### src/rtl/lsu_axi_master.sv
// Load/store unit bus master: turns one core load/store request into a single
// AXI-lite read or write, with byte-lane steering for stores and lane
// extraction plus sign/zero extension for loads. Misaligned requests are
// answered locally with an error and never reach the bus.
module lsu_axi_master #(
    parameter int unsigned ADDR_W = 32,
    parameter int unsigned DATA_W = 32
) (
    input  logic                  clk,
    input  logic                  rst_n,
    // core request / response
    input  logic                  req_valid,
    output logic                  req_ready,
    input  logic                  req_we,
    input  logic [ADDR_W-1:0]     req_addr,
    input  logic [DATA_W-1:0]     req_wdata,
    input  logic [1:0]            req_size,
    input  logic                  req_unsigned,
    output logic                  resp_valid,
    output logic [DATA_W-1:0]     resp_rdata,
    output logic                  resp_err,
    // AXI-lite read channels
    output logic [ADDR_W-1:0]     araddr,
    output logic                  arvalid,
    input  logic                  arready,
    input  logic [DATA_W-1:0]     rdata,
    input  logic [1:0]            rresp,
    input  logic                  rvalid,
    output logic                  rready,
    // AXI-lite write channels
    output logic [ADDR_W-1:0]     awaddr,
    output logic                  awvalid,
    input  logic                  awready,
    output logic [DATA_W-1:0]     wdata,
    output logic [DATA_W/8-1:0]   wstrb,
    output logic                  wvalid,
    input  logic                  wready,
    input  logic [1:0]            bresp,
    input  logic                  bvalid,
    output logic                  bready
);

    localparam int unsigned STRB_W = DATA_W / 8;

    typedef enum logic [2:0] {
        StIdle,
        StRdAddr,
        StRdData,
        StWrReq,
        StWrResp,
        StResp
    } state_e;

    state_e      state_q;
    logic [1:0]  lane_q;
    logic [1:0]  size_q;
    logic        uns_q;

    logic [1:0]          req_lane;
    logic                req_misaligned;
    logic [DATA_W-1:0]   st_data;
    logic [STRB_W-1:0]   st_strb;
    logic [7:0]          rd_byte;
    logic [15:0]         rd_half;
    logic [DATA_W-1:0]   ld_data;

    assign req_lane = req_addr[1:0];

    // Handshake-side outputs are pure decodes of the state register.
    assign req_ready = (state_q == StIdle);
    assign rready    = (state_q == StRdData);
    assign bready    = (state_q == StWrResp);

    // Alignment check; the reserved size is always rejected.
    always_comb begin
        unique case (req_size)
            2'b00:   req_misaligned = 1'b0;
            2'b01:   req_misaligned = req_lane[0];
            2'b10:   req_misaligned = (req_lane != 2'b00);
            default: req_misaligned = 1'b1;
        endcase
    end

    // Steer store data and strobes onto the addressed byte lanes.
    always_comb begin
        st_data = req_wdata;
        st_strb = '1;
        unique case (req_size)
            2'b00: begin
                st_data = {{(DATA_W-8){1'b0}}, req_wdata[7:0]} << {req_lane, 3'b000};
                st_strb = STRB_W'(1) << req_lane;
            end
            2'b01: begin
                st_data = {{(DATA_W-16){1'b0}}, req_wdata[15:0]} << {req_lane, 3'b000};
                st_strb = STRB_W'(3) << req_lane;
            end
            default: ;
        endcase
    end

    // Pull the addressed lanes out of the returned word and extend them.
    always_comb begin
        rd_byte = 8'(rdata >> {lane_q, 3'b000});
        rd_half = 16'(rdata >> {lane_q, 3'b000});
        unique case (size_q)
            2'b00:   ld_data = {{(DATA_W-8){~uns_q & rd_byte[7]}}, rd_byte};
            2'b01:   ld_data = {{(DATA_W-16){~uns_q & rd_half[15]}}, rd_half};
            default: ld_data = rdata;
        endcase
    end

    // Transaction FSM with registered bus valids, addresses and response.
    always_ff @(posedge clk or negedge rst_n) begin
        if (!rst_n) begin
            state_q    <= StIdle;
            lane_q     <= 2'b00;
            size_q     <= 2'b00;
            uns_q      <= 1'b0;
            arvalid    <= 1'b0;
            awvalid    <= 1'b0;
            wvalid     <= 1'b0;
            araddr     <= '0;
            awaddr     <= '0;
            wdata      <= '0;
            wstrb      <= '0;
            resp_valid <= 1'b0;
            resp_err   <= 1'b0;
            resp_rdata <= '0;
        end else begin
            resp_valid <= 1'b0;
            unique case (state_q)
                StIdle: begin
                    if (req_valid && req_ready) begin
                        lane_q <= req_lane;
                        size_q <= req_size;
                        uns_q  <= req_unsigned;
                        if (req_misaligned) begin
                            resp_valid <= 1'b1;
                            resp_err   <= 1'b1;
                            resp_rdata <= '0;
                            state_q    <= StResp;
                        end else if (req_we) begin
                            awaddr  <= req_addr;
                            wdata   <= st_data;
                            wstrb   <= st_strb;
                            awvalid <= 1'b1;
                            wvalid  <= 1'b1;
                            state_q <= StWrReq;
                        end else begin
                            araddr  <= req_addr;
                            arvalid <= 1'b1;
                            state_q <= StRdAddr;
                        end
                    end
                end
                StRdAddr: begin
                    if (arready) begin
                        arvalid <= 1'b0;
                        state_q <= StRdData;
                    end
                end
                StRdData: begin
                    if (rvalid) begin
                        resp_valid <= 1'b1;
                        resp_err   <= (rresp != 2'b00);
                        resp_rdata <= (rresp != 2'b00) ? '0 : ld_data;
                        state_q    <= StResp;
                    end
                end
                StWrReq: begin
                    // A dropped valid doubles as the channel's done flag.
                    if (awvalid && awready) awvalid <= 1'b0;
                    if (wvalid && wready) wvalid <= 1'b0;
                    if ((!awvalid || awready) && (!wvalid || wready)) state_q <= StWrResp;
                end
                StWrResp: begin
                    if (bvalid) begin
                        resp_valid <= 1'b1;
                        resp_err   <= (bresp != 2'b00);
                        resp_rdata <= '0;
                        state_q    <= StResp;
                    end
                end
                StResp:  state_q <= StIdle;
                default: state_q <= StIdle;
            endcase
        end
    end

endmodule

### config.mk
export PLATFORM = sky130hd
export DESIGN_NAME = lsu_axi_master
export DESIGN_NICKNAME = d
export VERILOG_FILES = /design/src/rtl/lsu_axi_master.sv
export SDC_FILE = /design/constraint.sdc
export NUM_CORES = 1
export LEC_CHECK = 0
export BUFFER_PORTS_ARGS = -buffer_cell sky130_fd_sc_hd__buf_2
export CORE_ASPECT_RATIO = 2
export CORE_UTILIZATION = 53
export DETAILED_ROUTE_END_ITERATION = 16
export HOLD_SLACK_MARGIN = 0.06
export PLACE_DENSITY = 0.9
export SYNTH_ARGS = -nofsm -noshare
export SYNTH_HDL_FRONTEND = slang
export SYNTH_SLANG_ARGS = --single-unit
export TNS_END_PERCENT = 50
### constraint.sdc
create_clock -name clk -period 4.7 [get_ports clk]
set_clock_uncertainty 0.05 [all_clocks]
set_input_delay 0.47 -clock clk [delete_from_list [all_inputs] [get_ports clk]]
set_output_delay 0.47 -clock clk [all_outputs]
set_load 0.05 [all_outputs]
==> results of run 1 <==
-- flip-flops by register name, summed over array words and instances, names as in the netlist --
signal and cells:
wstrb 4, resp_err 1, lane_q 2, resp_valid 1, uns_q 1, araddr 32, arvalid 1, size_q 2
wdata 32, awaddr 32, state_q 3, resp_rdata 32, awvalid 1, wvalid 1
-- layout make-up --
| cell class | instances | share of cell area |
|---|---|---|
| Sequential cell | 145 | 0.433 |
| Multi-Input combinational cell | 373 | 0.317 |
| Tap cell | 145 | 0.0217 |
| Timing Repair Buffer | 255 | 0.154 |
| Inverter | 9 | 0.00403 |
| Clock inverter | 14 | 0.0169 |
| Clock buffer | 18 | 0.0524 |
-- cells in the final DEF, fill, tap and decap left out, drive strengths merged, types with 3 or more instances in the layout --
master	n
nor2b	4
o22ai	10
clkinv	3
clkbuf	18
o21ai	62
nand2	63
or2	3
mux2i	18
nor3	4
dfrtp	145
a221o	8
a21oi	15
nor2	28
a22o	24
mux2	68
buf	255
a31oi	4
nand2b	20
a22oi	16
o221ai	8
inv	19
-- report_power, final --
group          leakage (nW)  internal (W)  switching [W]
clock                 0.285      0.000723       0.000593
sequential             1.85       0.00174       0.000376
combinational          2.12      0.000879        0.00251
-- final timing paths --
path                            start             end  slack [ps]
setup / recovery           state_q[0]  resp_rdata[30]        1820
hold / removal                  rst_n      araddr[10]         140
setup reg to reg           state_q[0]  resp_rdata[30]        1820
hold reg to reg             wdata[23]       wdata[23]         430
max in group asynchronous       rst_n       awaddr[5]        3430
min in group clk              awready         awvalid         220
-- routing by layer --
layer | routed length [um] | vias to the layer above | global-route usage
li1 | - | 2512 | -
met1 | 6250 | 2660 | 0.313
met2 | 9290 | 304 | 0.503
met3 | 1460 | 70 | 0.0791
met4 | 969 | 0 | 0.179
met5 | 0 | - | 0
-- per-stage QoR --
step	cells	util
floorplan	568	-
global placement	927	0.658
detailed placement	927	0.658
CTS	959	0.707
global route	959	0.707
finish	959	0.707
-- synth_stat cells, types with 2 or more instances --
master,instances,area (um2)
a22o_1,24,210
nand2_1,63,236
mux2i_1,18,180
mux2_2,65,732
or2_2,2,12.5
o21ai_0,62,310
nand3_1,2,10.0
o221ai_1,8,70.1
a221o_1,8,80.1
mux2_1,3,33.8
dfrtp_1,145,3630
a22oi_1,16,120
a32oi_1,2,17.5
nor4_1,2,12.5
nor2_1,28,105
a31oi_1,3,18.8
inv_1,9,33.8
clkbuf_1,19,71.3
nand2b_1,20,125
o22ai_1,10,62.6
buf_2,17,85.1
buf_1,2,7.51
buf_6,2,22.5
nor3_1,3,15.0
a21oi_1,14,70.1
nor2b_1,4,25.0
-- worst max-delay path: stages, from the launching register on --
cell      delay (ps)
dfrtp_1          600
nor4bb_1         500
a31o_2           210
a21oi_4           90
buf_4            270
nor3b_2          820
a22o_1           260
-- cell families after synthesis --
| logic type | share of synthesized area |
|---|---|
| buf+inv | 0.0350 |
| flops | 0.558 |
| mux | 0.149 |
| compound gates | 0.167 |
| simple gates | 0.0908 |
==> out/summary.txt, run 1 <==
violation count after the first detailed-route iteration: 363
final cycle utilization of the critical path: 0.613
n_diodes: 0
Worst VDD drop: 0.586 mV
post-layout power: 0.00682 W
RSZ-0062 raised after global routing: no
area of all placed cells without fillers: 0.00837 mm2
Final Hold Violating Endpoints: 0
number of clock buffers inserted by TritonCTS: 17
worst hold margin: 138 ps
count of unresolved DRC violations after routing: 0
first-pass GRT wire length: 27900 um
number of sinks driven by the clock tree: 145
FF-to-FF path depth: 6
boundary pin count: 252
Final #Nets: 913
x dimension of the die: 80.3 um
final RePlAce weighted congestion: 0.924
Worst Tran Pin Value: 1080 ps
multi-input gate area in the final layout: 0.00266 mm2
fraction of final layout cells with drive strength greater than 1: 0.448
total vias in the final route: 5546
Total Wirelength: 18000 um
worst hold path class: input port to async pin
via count of the first global-routing pass: 5725
Placement Setup Slack: 1700 ps
worst setup margin: 1820 ps
Setup-failing EPs final: 0
Tot GR Track Use: 0.292
Pre-antenna DRT Iters: 5
die area: 0.0127 mm2
HPWL after detailed placement: 13400 um
Die Y-Extent: 159 um
Synth Net Count: 680
setup_tns: 0 ps
number of H-tree branching levels: 4
count of unique library cells instantiated by Yosys: 43
Leak Pwr: 4.26 nW
share of the yosys chip area belonging to registers: 0.558
Antenna Violating Nets Remaining: 0
Synth-to-Final Area Change: 28.8%
worst max-slew margin expressed relative to the limit: 0.278
Storage cell area: 0.00363 mm2
power density of the placed cells: 815 mW/mm2
maximum fanout count along the critical path: 25
main flop type after synthesis: dfrtp_1
standard cell area after detailed placement: 0.00779 mm2
ratio of routed vias to standard cells: 5.78
post-CTS clock slew at the launch and capture registers of the worst setup and hold paths: 70 ps
max-slew violation count: 0
asr flop ratio synth: 1.00
remaining global-route overflow: 0
number of antenna violations at the first check in global routing: 0
TritonCTS clock tree: built
mean instance size in the synthesized netlist: 11.4 um2
number of I/O port buffers: 251
largest net degree at the start of global routing: 109
gate count after technology mapping: 568
sort of element at the end of the critical path: flop
total setup buffers inserted after CTS: 0
Worst EP arrival: 3170 ps
filler cell count: 878
required time of the worst setup path: 4990 ps
initial standard-cell utilization of the core: 0.549
number of enable-type register cells in the synthesized netlist: 0
time the worst path needs with I/O delays and setup: 2880 ps
synthesized area: 0.00650 mm2
root buffer cell: clkbuf_16
number of max-cap violations: 0
CP startpoint kind: flop
synthesis warning total: 0
later-pin clock latency in the skew report: 410 ps
count of cells resized by post-cts repair: 0
average detailed-routed wire length per instance: 18.7 um
number of register bits inferred by synthesis: 145
Max Root-Sink Buffers: 2
highest clock rate: 347 MHz
critical setup path kind: flop to flop
result of the run: finished clean
total core area: 0.0118 mm2
number of hold buffers added after cts: 0
Placement Rows: 56
Note: power is estimated with default switching activity, not from simulation.
==> inputs of run 2 (changes only) <==
--- a/config.mk
+++ b/config.mk
@@ -5,12 +5,13 @@
 export SDC_FILE = /design/constraint.sdc
 export NUM_CORES = 1
 export LEC_CHECK = 0
+export ABC_AREA = 1
 export BUFFER_PORTS_ARGS = -buffer_cell sky130_fd_sc_hd__buf_2
 export CORE_ASPECT_RATIO = 2
-export CORE_UTILIZATION = 53
+export CORE_UTILIZATION = 50
 export DETAILED_ROUTE_END_ITERATION = 16
 export HOLD_SLACK_MARGIN = 0.06
-export PLACE_DENSITY = 0.9
+export PLACE_DENSITY = 0.85
 export SYNTH_ARGS = -nofsm -noshare
 export SYNTH_HDL_FRONTEND = slang
 export SYNTH_SLANG_ARGS = --single-unit
==> constraint.sdc (replaced) <==
create_clock -name clk -period 2.9 [get_ports clk]
set_clock_uncertainty 0.05 [all_clocks]
set_input_delay 0.29 -clock clk [delete_from_list [all_inputs] [get_ports clk]]
set_output_delay 0.29 -clock clk [all_outputs]
set_load 0.05 [all_outputs]
==> run 2 against run 1 <==
Net effect:
- largest power group unchanged
- critical path type unchanged
- setup slack got worse by 880 ps
- non-clock buffer count increased by 5
- sequential cell count unchanged
- first-iteration DRC count fell by 3.9%
- global-route usage fell by 0.44 points
- critical endpoint is now resp_rdata[13]
==> out/summary.txt, run 2 <==
number of sinks driven by the clock tree: 145 (unchanged)
worst hold path class: input port to flop (was input port to async pin)
Worst Tran Pin Value: 804 ps (was 1080 ps)
critical setup path kind: flop to flop (unchanged)
internal power: 0.00534 W (was 0.00335 W)
Placed Cells: 1254 (was 927)
Final #Nets: 1232 (was 913)
most numerous cell in the Yosys netlist: nand2_1 (was dfrtp_1)
count of unique library cells instantiated by Yosys: 29 (was 43)
synth cell count leaders: nand2_1 (350), dfrtp_1 (145), o21ai_0 (109) (was dfrtp_1 (145), mux2_2 (65), nand2_1 (63))
most used cells in the layout excluding fill and tap cells: nand2_1 (350), buf_2 (250), dfrtp_1 (145) (was buf_2 (250), dfrtp_1 (145), mux2_2 (65))
standard cell area after detailed placement: 0.00819 mm2 (was 0.00779 mm2)
dominant cell type by count on the critical path: nand2_1
number of standard cells in the layout, taps in and fillers out: 1288 (was 959)
mean instance size in the synthesized netlist: 7.84 um2 (was 11.4 um2)
Synth-to-Final Area Change: 27.0% (was 28.8%)
Switching Share: 0.532 (was 0.510)
number of H-tree branching levels: 4 (unchanged)
capture point of the worst reg-to-reg path: resp_rdata[13] (was resp_rdata[30])
gate count after technology mapping: 883 (was 568)
Total Wirelength: 20400 um (was 18000 um)
later-pin clock latency in the skew report: 420 ps (was 410 ps)
number of hold buffers added after cts: 2 (was 0)
Placement Rows: 60 (was 56)
time the worst path needs with I/O delays and setup: 1960 ps (was 2880 ps)
count of cells along the worst hold path: 3
Antenna Violating Nets Remaining: 0 (unchanged)
Max Root-Sink Buffers: 2 (unchanged)
Tot GR Track Use: 0.288 (was 0.292)
required time of the worst setup path: 3160 ps (was 4990 ps)
Setup crit start: size_q[1] (was state_q[0])
x dimension of the die: 85.2 um (was 80.3 um)
maximum fanout count along the critical path: 22 (was 25)
TritonCTS clock tree: built (unchanged)
result of the run: finished clean (unchanged)
slack of the worst reg-to-reg path: 940 ps (was 1820 ps)
number of clock buffers inserted by TritonCTS: 17 (unchanged)
post-route core utilization: 0.651 (was 0.707)
number of I/O port buffers: 251 (unchanged)
main flop type after synthesis: dfrtp_1 (unchanged)
total vias in the final route: 6806 (was 5546)
most frequent standard cell in the layout excluding fill and tap cells: nand2_1 (was buf_2)
worst hold margin: 72.7 ps (was 138 ps)
total setup buffers inserted after CTS: 0 (unchanged)
number of antenna violations at the first check in global routing: 0 (unchanged)
Setup-failing EPs final: 0 (unchanged)
switching power of the nets: 0.00606 W (was 0.00348 W)
n_diodes: 0 (unchanged)
HPWL after detailed placement: 14900 um (was 13400 um)
Worst R2R Start: size_q[1] (was state_q[0])
fraction of final layout cells with drive strength greater than 1: 0.289 (was 0.448)
boundary pin count: 252 (unchanged)
total core area: 0.0135 mm2 (was 0.0118 mm2)
remaining global-route overflow: 0 (unchanged)
largest area contributor in the synthesized netlist: dfrtp_1 (unchanged)
highest clock rate: 510 MHz (was 347 MHz)
Worst VDD drop: 0.886 mV (was 0.586 mV)
power density of the placed cells: 1300 mW/mm2 (was 815 mW/mm2)
count of unresolved DRC violations after routing: 0 (unchanged)
proportion of netlist area held by the largest area contributor: 0.524 (was 0.558)
Pre-antenna DRT Iters: 5 (unchanged)
top cells by area, synth: dfrtp_1 (52%), nand2_1 (19%), o21ai_0 (7.9%) (was dfrtp_1 (56%), mux2_2 (11%), o21ai_0 (4.8%))
root buffer cell: clkbuf_16 (unchanged)
sort of element at the end of the critical path: flop (unchanged)
max-slew violation count: 0 (unchanged)
final cycle utilization of the critical path: 0.676 (was 0.613)
number of register bits inferred by synthesis: 145 (unchanged)
CP startpoint kind: flop (unchanged)
number of enable-type register cells in the synthesized netlist: 0 (unchanged)
post-CTS clock slew at the launch and capture registers of the worst setup and hold paths: 70 ps (about the same)
first-pass GRT wire length: 31800 um (was 27900 um)
Worst EP arrival: 2220 ps (was 3170 ps)
asr flop ratio synth: 1.00 (unchanged)
Leak Pwr: 5.17 nW (was 4.26 nW)
share of the yosys chip area belonging to registers: 0.524 (was 0.558)
Final Hold Violating Endpoints: 0 (unchanged)
capturing element of the worst setup path: resp_rdata[13] (was resp_rdata[30])
violation count after the first detailed-route iteration: 349 (was 363)
sequential fraction of design power: 0.299 (was 0.311)
cell-by-cell trace of the critical path: inv_1 -> nand3_2 -> nand3_1 -> nand2_1 -> nand2_1 (was nor4bb_1 -> a31o_2 -> a21oi_4 -> buf_4 -> nor3b_2 -> a22o_1)
number of max-cap violations: 0 (unchanged)
worst-path cell with the longest stage delay: dfrtp_1 (was nor3b_2)
worst max-slew margin expressed relative to the limit: 0.464 (was 0.278)
largest net degree at the start of global routing: 67 (was 109)
clock network fraction of total power: 0.191 (was 0.193)
Die Y-Extent: 168 um (was 159 um)
die area: 0.0144 mm2 (was 0.0127 mm2)
setup_tns: 0 ps (unchanged)
ratio of routed vias to standard cells: 5.28 (was 5.78)
initial standard-cell utilization of the core: 0.513 (was 0.549)
area of all placed cells without fillers: 0.00880 mm2 (was 0.00837 mm2)
average detailed-routed wire length per instance: 15.8 um (was 18.7 um)
synthesized area: 0.00693 mm2 (was 0.00650 mm2)
via count of the first global-routing pass: 6478 (was 5725)
count of cells resized by post-cts repair: 0 (unchanged)
synthesis warning total: 0 (unchanged)
final RePlAce weighted congestion: 0.970 (was 0.924)
FF-to-FF path depth: 5 (was 6)
longest individual stage delay on the worst path: 860 ps (was 820 ps)
Synth Net Count: 995 (was 680)
Comb power frac: 0.510 (was 0.497)
RSZ-0062 raised after global routing: no (unchanged)
==> run 2: area by class of cell <==
| class | instances | area (um2) |
|---|---|---|
| fillers | 1191 | 4720 |
| flip-flops and latches | 145 | 3630 |
| multi-input cells | 601 | 2680 |
| repair buffers | 260 | 1350 |
| clock buffers | 17 | 425 |
| inverters | 95 | 359 |
| well taps | 155 | 194 |
| clock inverters | 15 | 159 |
==> run 2: critical path, delay by kind of cell (launching register included) <==
| kind | cells | cell delay (ps) |
|---|---|---|
| simple gates | 4 | 560 |
| buf+inv | 1 | 390 |
| flops | 1 | 860 |
==> run 2: power by group through the flow <==
stage	sequential [W]	combinational [W]	clock, W
2_1_floorplan	0.00606	0.00174	0
3_3_place_gp	0.00341	0.00573	0
3_5_place_dp	0.00341	0.00582	0
4_1_cts	0.00340	0.00584	0.00222
5_1_grt	0.00350	0.00620	0.00229
6_report	0.00341	0.00582	0.00218
==> run 2: worst min-delay path by stage <==
stage | from | endpoint | slack [ps]
2_1_floorplan | rst_n | araddr[0] | -60
3_3_place_gp | rst_n | resp_rdata[6] | 140
3_5_place_dp | rst_n | resp_rdata[6] | 150
4_1_cts | req_size[0] | size_q[0] | 60
5_1_grt | req_addr[19] | awaddr[19] | 80
6_report | req_size[0] | size_q[0] | 70
==> run 2: per-stage QoR <==
stage	total power (W)	worst slack [ps]
after floorplan	0.00780	1240
after global placement	0.00913	931
after detailed placement	0.00923	892
after CTS	0.0115	968
after global routing	0.0120	790
final	0.0114	940
==> run 2: metal layers <==
metal | part of all wire | vias to the layer above | global-route usage | routed length (um)
met5 | 0 | - | 0 | 0
met4 | 0.066 | 0 | 0.197 | 1350
met3 | 0.058 | 92 | 0.0527 | 1180
met2 | 0.51 | 339 | 0.489 | 10400
met1 | 0.37 | 3116 | 0.325 | 7450
li1 | - | 3259 | - | -
==> run 2: logic make-up after synthesis <==
family	count (synthesis)	synth area share
AO/OA/AOI/OAI	169	0.132
flip-flops	145	0.524
buffers and inverters	137	0.0896
AND/OR/NAND/NOR	432	0.255
==> inputs of run 3 (changes only) <==
==> constraint.sdc (replaced) <==
create_clock -name clk -period 2 [get_ports clk]
set_clock_uncertainty 0.05 [all_clocks]
set_input_delay 0.2 -clock clk [delete_from_list [all_inputs] [get_ports clk]]
set_output_delay 0.2 -clock clk [all_outputs]
set_load 0.05 [all_outputs]
==> run 3 against run 2 <==
Net effect:
- routed wire length is 11% higher
- combinational power is 53% higher
- largest cell class unchanged
- die area is the same
- sequential power rose by 43%
==> out/summary.txt, run 3 (same netlist as run 2, synthesis figures left out) <==
number of clock buffers inserted by TritonCTS: 17 (unchanged)
count of unresolved DRC violations after routing: 0 (unchanged)
violation count after the first detailed-route iteration: 451 (was 349)
power density of the placed cells: 1800 mW/mm2 (was 1300 mW/mm2)
Setup-failing EPs final: 0 (unchanged)
multi-input gate area in the final layout: 0.00268 mm2 (unchanged)
max-slew violation count: 0 (unchanged)
most used cells in the layout excluding fill and tap cells: nand2_1 (350), buf_2 (250), dfrtp_1 (145) (unchanged)
total core area: 0.0135 mm2 (unchanged)
Final #Nets: 1304 (was 1232)
later-pin clock latency in the skew report: 420 ps (about the same)
worst hold path class: input port to flop (unchanged)
initial standard-cell utilization of the core: 0.513 (unchanged)
Storage cell area: 0.00363 mm2 (unchanged)
switching power of the nets: 0.00897 W (was 0.00606 W)
Worst Tran Pin Value: 768 ps (was 804 ps)
Pre-antenna DRT Iters: 5 (unchanged)
result of the run: finished clean (unchanged)
sort of element at the end of the critical path: output pin (was flop)
Setup crit start: state_q[0] (was size_q[1])
average detailed-routed wire length per instance: 16.6 um (was 15.8 um)
Switching Share: 0.520 (was 0.532)
total setup buffers inserted after CTS: 0 (unchanged)
highest clock rate: 558 MHz
via count of the first global-routing pass: 7181 (was 6478)
startpoint of the lowest-slack hold path: req_wdata[31] (was req_size[0])
Tot GR Track Use: 0.324 (was 0.288)
CP startpoint kind: flop (unchanged)
clock network fraction of total power: 0.204 (was 0.191)
post-CTS clock slew at the launch and capture registers of the worst setup and hold paths: 60 ps (was 70 ps)
worst hold margin: 52.1 ps (was 72.7 ps)
number of I/O port buffers: 251 (unchanged)
Antenna Violating Nets Remaining: 0 (unchanged)
Die Y-Extent: 168 um (unchanged)
maximum fanout count along the critical path: 5 (was 22)
TritonCTS clock tree: built (unchanged)
n_diodes: 0 (unchanged)
critical setup path kind: flop to output pin (was flop to flop)
root buffer cell: clkbuf_16 (unchanged)
Max Root-Sink Buffers: 2 (unchanged)
time the worst path needs with I/O delays and setup: 1790 ps
final RePlAce weighted congestion: 0.965 (was 0.970)
boundary pin count: 252 (unchanged)
final cycle utilization of the critical path: 0.895
Final Hold Violating Endpoints: 0 (unchanged)
RSZ-0062 raised after global routing: no (unchanged)
Placement Rows: 60 (unchanged)
Total Wirelength: 22600 um (was 20400 um)
post-route core utilization: 0.710 (was 0.651)
Worst R2R Start: state_q[0] (was size_q[1])
required time of the worst setup path: 1750 ps (was 3160 ps)
ratio of routed vias to standard cells: 5.31 (was 5.28)
HPWL after detailed placement: 15700 um (was 14900 um)
post-layout power: 0.0173 W (was 0.0114 W)
Worst EP arrival: 1540 ps (was 2220 ps)
Synth-to-Final Area Change: 38.4% (was 27.0%)
largest net degree at the start of global routing: 85 (was 67)
first-pass GRT wire length: 35600 um (was 31800 um)
sequential fraction of design power: 0.282 (was 0.299)
number of sinks driven by the clock tree: 145 (unchanged)
setup_tns: 0 ps (unchanged)
Comb power frac: 0.514 (was 0.510)
total vias in the final route: 7218 (was 6806)
Leak Pwr: 5.53 nW (was 5.17 nW)
internal power: 0.00829 W (was 0.00534 W)
remaining global-route overflow: 0 (unchanged)
most frequent standard cell in the layout excluding fill and tap cells: nand2_1 (unchanged)
x dimension of the die: 85.2 um (unchanged)
fraction of final layout cells with drive strength greater than 1: 0.280 (was 0.289)
number of max-cap violations: 0 (unchanged)
die area: 0.0144 mm2 (unchanged)
Worst VDD drop: 1.15 mV (was 0.886 mV)
number of antenna violations at the first check in global routing: 0 (unchanged)
filler cell count: 1044 (was 1191)
worst max-slew margin expressed relative to the limit: 0.486 (was 0.464)
number of H-tree branching levels: 4 (unchanged)
## run 3: cell types whose count changed in the layout (fill, tap and decap cells not counted), sizes merged
cell         delta
clkinv          +1
bufinv          +3
clkinvlp        -1
dlygate4sd3    +61
buf            +11
inv             -3
## run 3: area by class of cell
cell class | instances | share of cell area
inverter | 95 | 0.0374
tap | 155 | 0.0202
multi-input combinational | 601 | 0.280
timing repair buffer | 332 | 0.217
clock buffer | 17 | 0.0444
sequential | 145 | 0.378
clock inverter | 15 | 0.0231
## run 3: repair_timing
action / in CTS / in global routing
setup endpoints to repair: 0 / 1
hold buffers: 63 / 0
gates resized for setup: 0 / 1
endpoints found under the hold margin: 148 / 0
## run 3: layer usage
metal  global-route usage  share of wire  vias to the layer above  wire [um]
li1                     -              -                     3399          -
met1                0.351           0.35                     3329       7880
met2                0.558           0.52                      372      11700
met3               0.0595          0.063                      118       1420
met4                0.239          0.072                        0       1620
met5                    0              0                        -          0
## run 3: worst max-delay path, cell delays in order (launching register included)
cell and delay, ps:
dfrtp_1 460, nor2_2 140, nand2_2 100, inv_1 130, buf_2 300
## run 3: path summary, 6_finish.rpt
| path | endpoint | slack, ps | cells after the start |
|---|---|---|---|
| max in group asynchronous | araddr[22] | 1030 | 3 |
| worst max register to register | araddr[2] | 210 | 7 |
| worst max-delay path | req_ready | 210 | 4 |
| worst min-delay path | wdata[31] | 50 | 5 |
| worst min register to register | resp_rdata[14] | 420 | 2 |
| min in group asynchronous | resp_rdata[0] | 270 | 2 |
## run 3: power groups by stage
stage	Clock, W	Combinational [W]	Sequential (W)
floorplan	0	0.00253	0.00879
global placement	0	0.00859	0.00485
detailed placement	0	0.00873	0.00486
CTS	0.00356	0.00883	0.00485
global route	0.00366	0.00941	0.00500
finish	0.00352	0.00888	0.00487
## run 3: stage by stage
stage	worst slack [ps]	cells	instance area, um2
after floorplan	339	883	6930
after global placement	302	1265	8310
after detailed placement	225	1265	8310
after CTS	199	1360	9590
after global routing	13.7	1360	9590
final	209	1360	9590
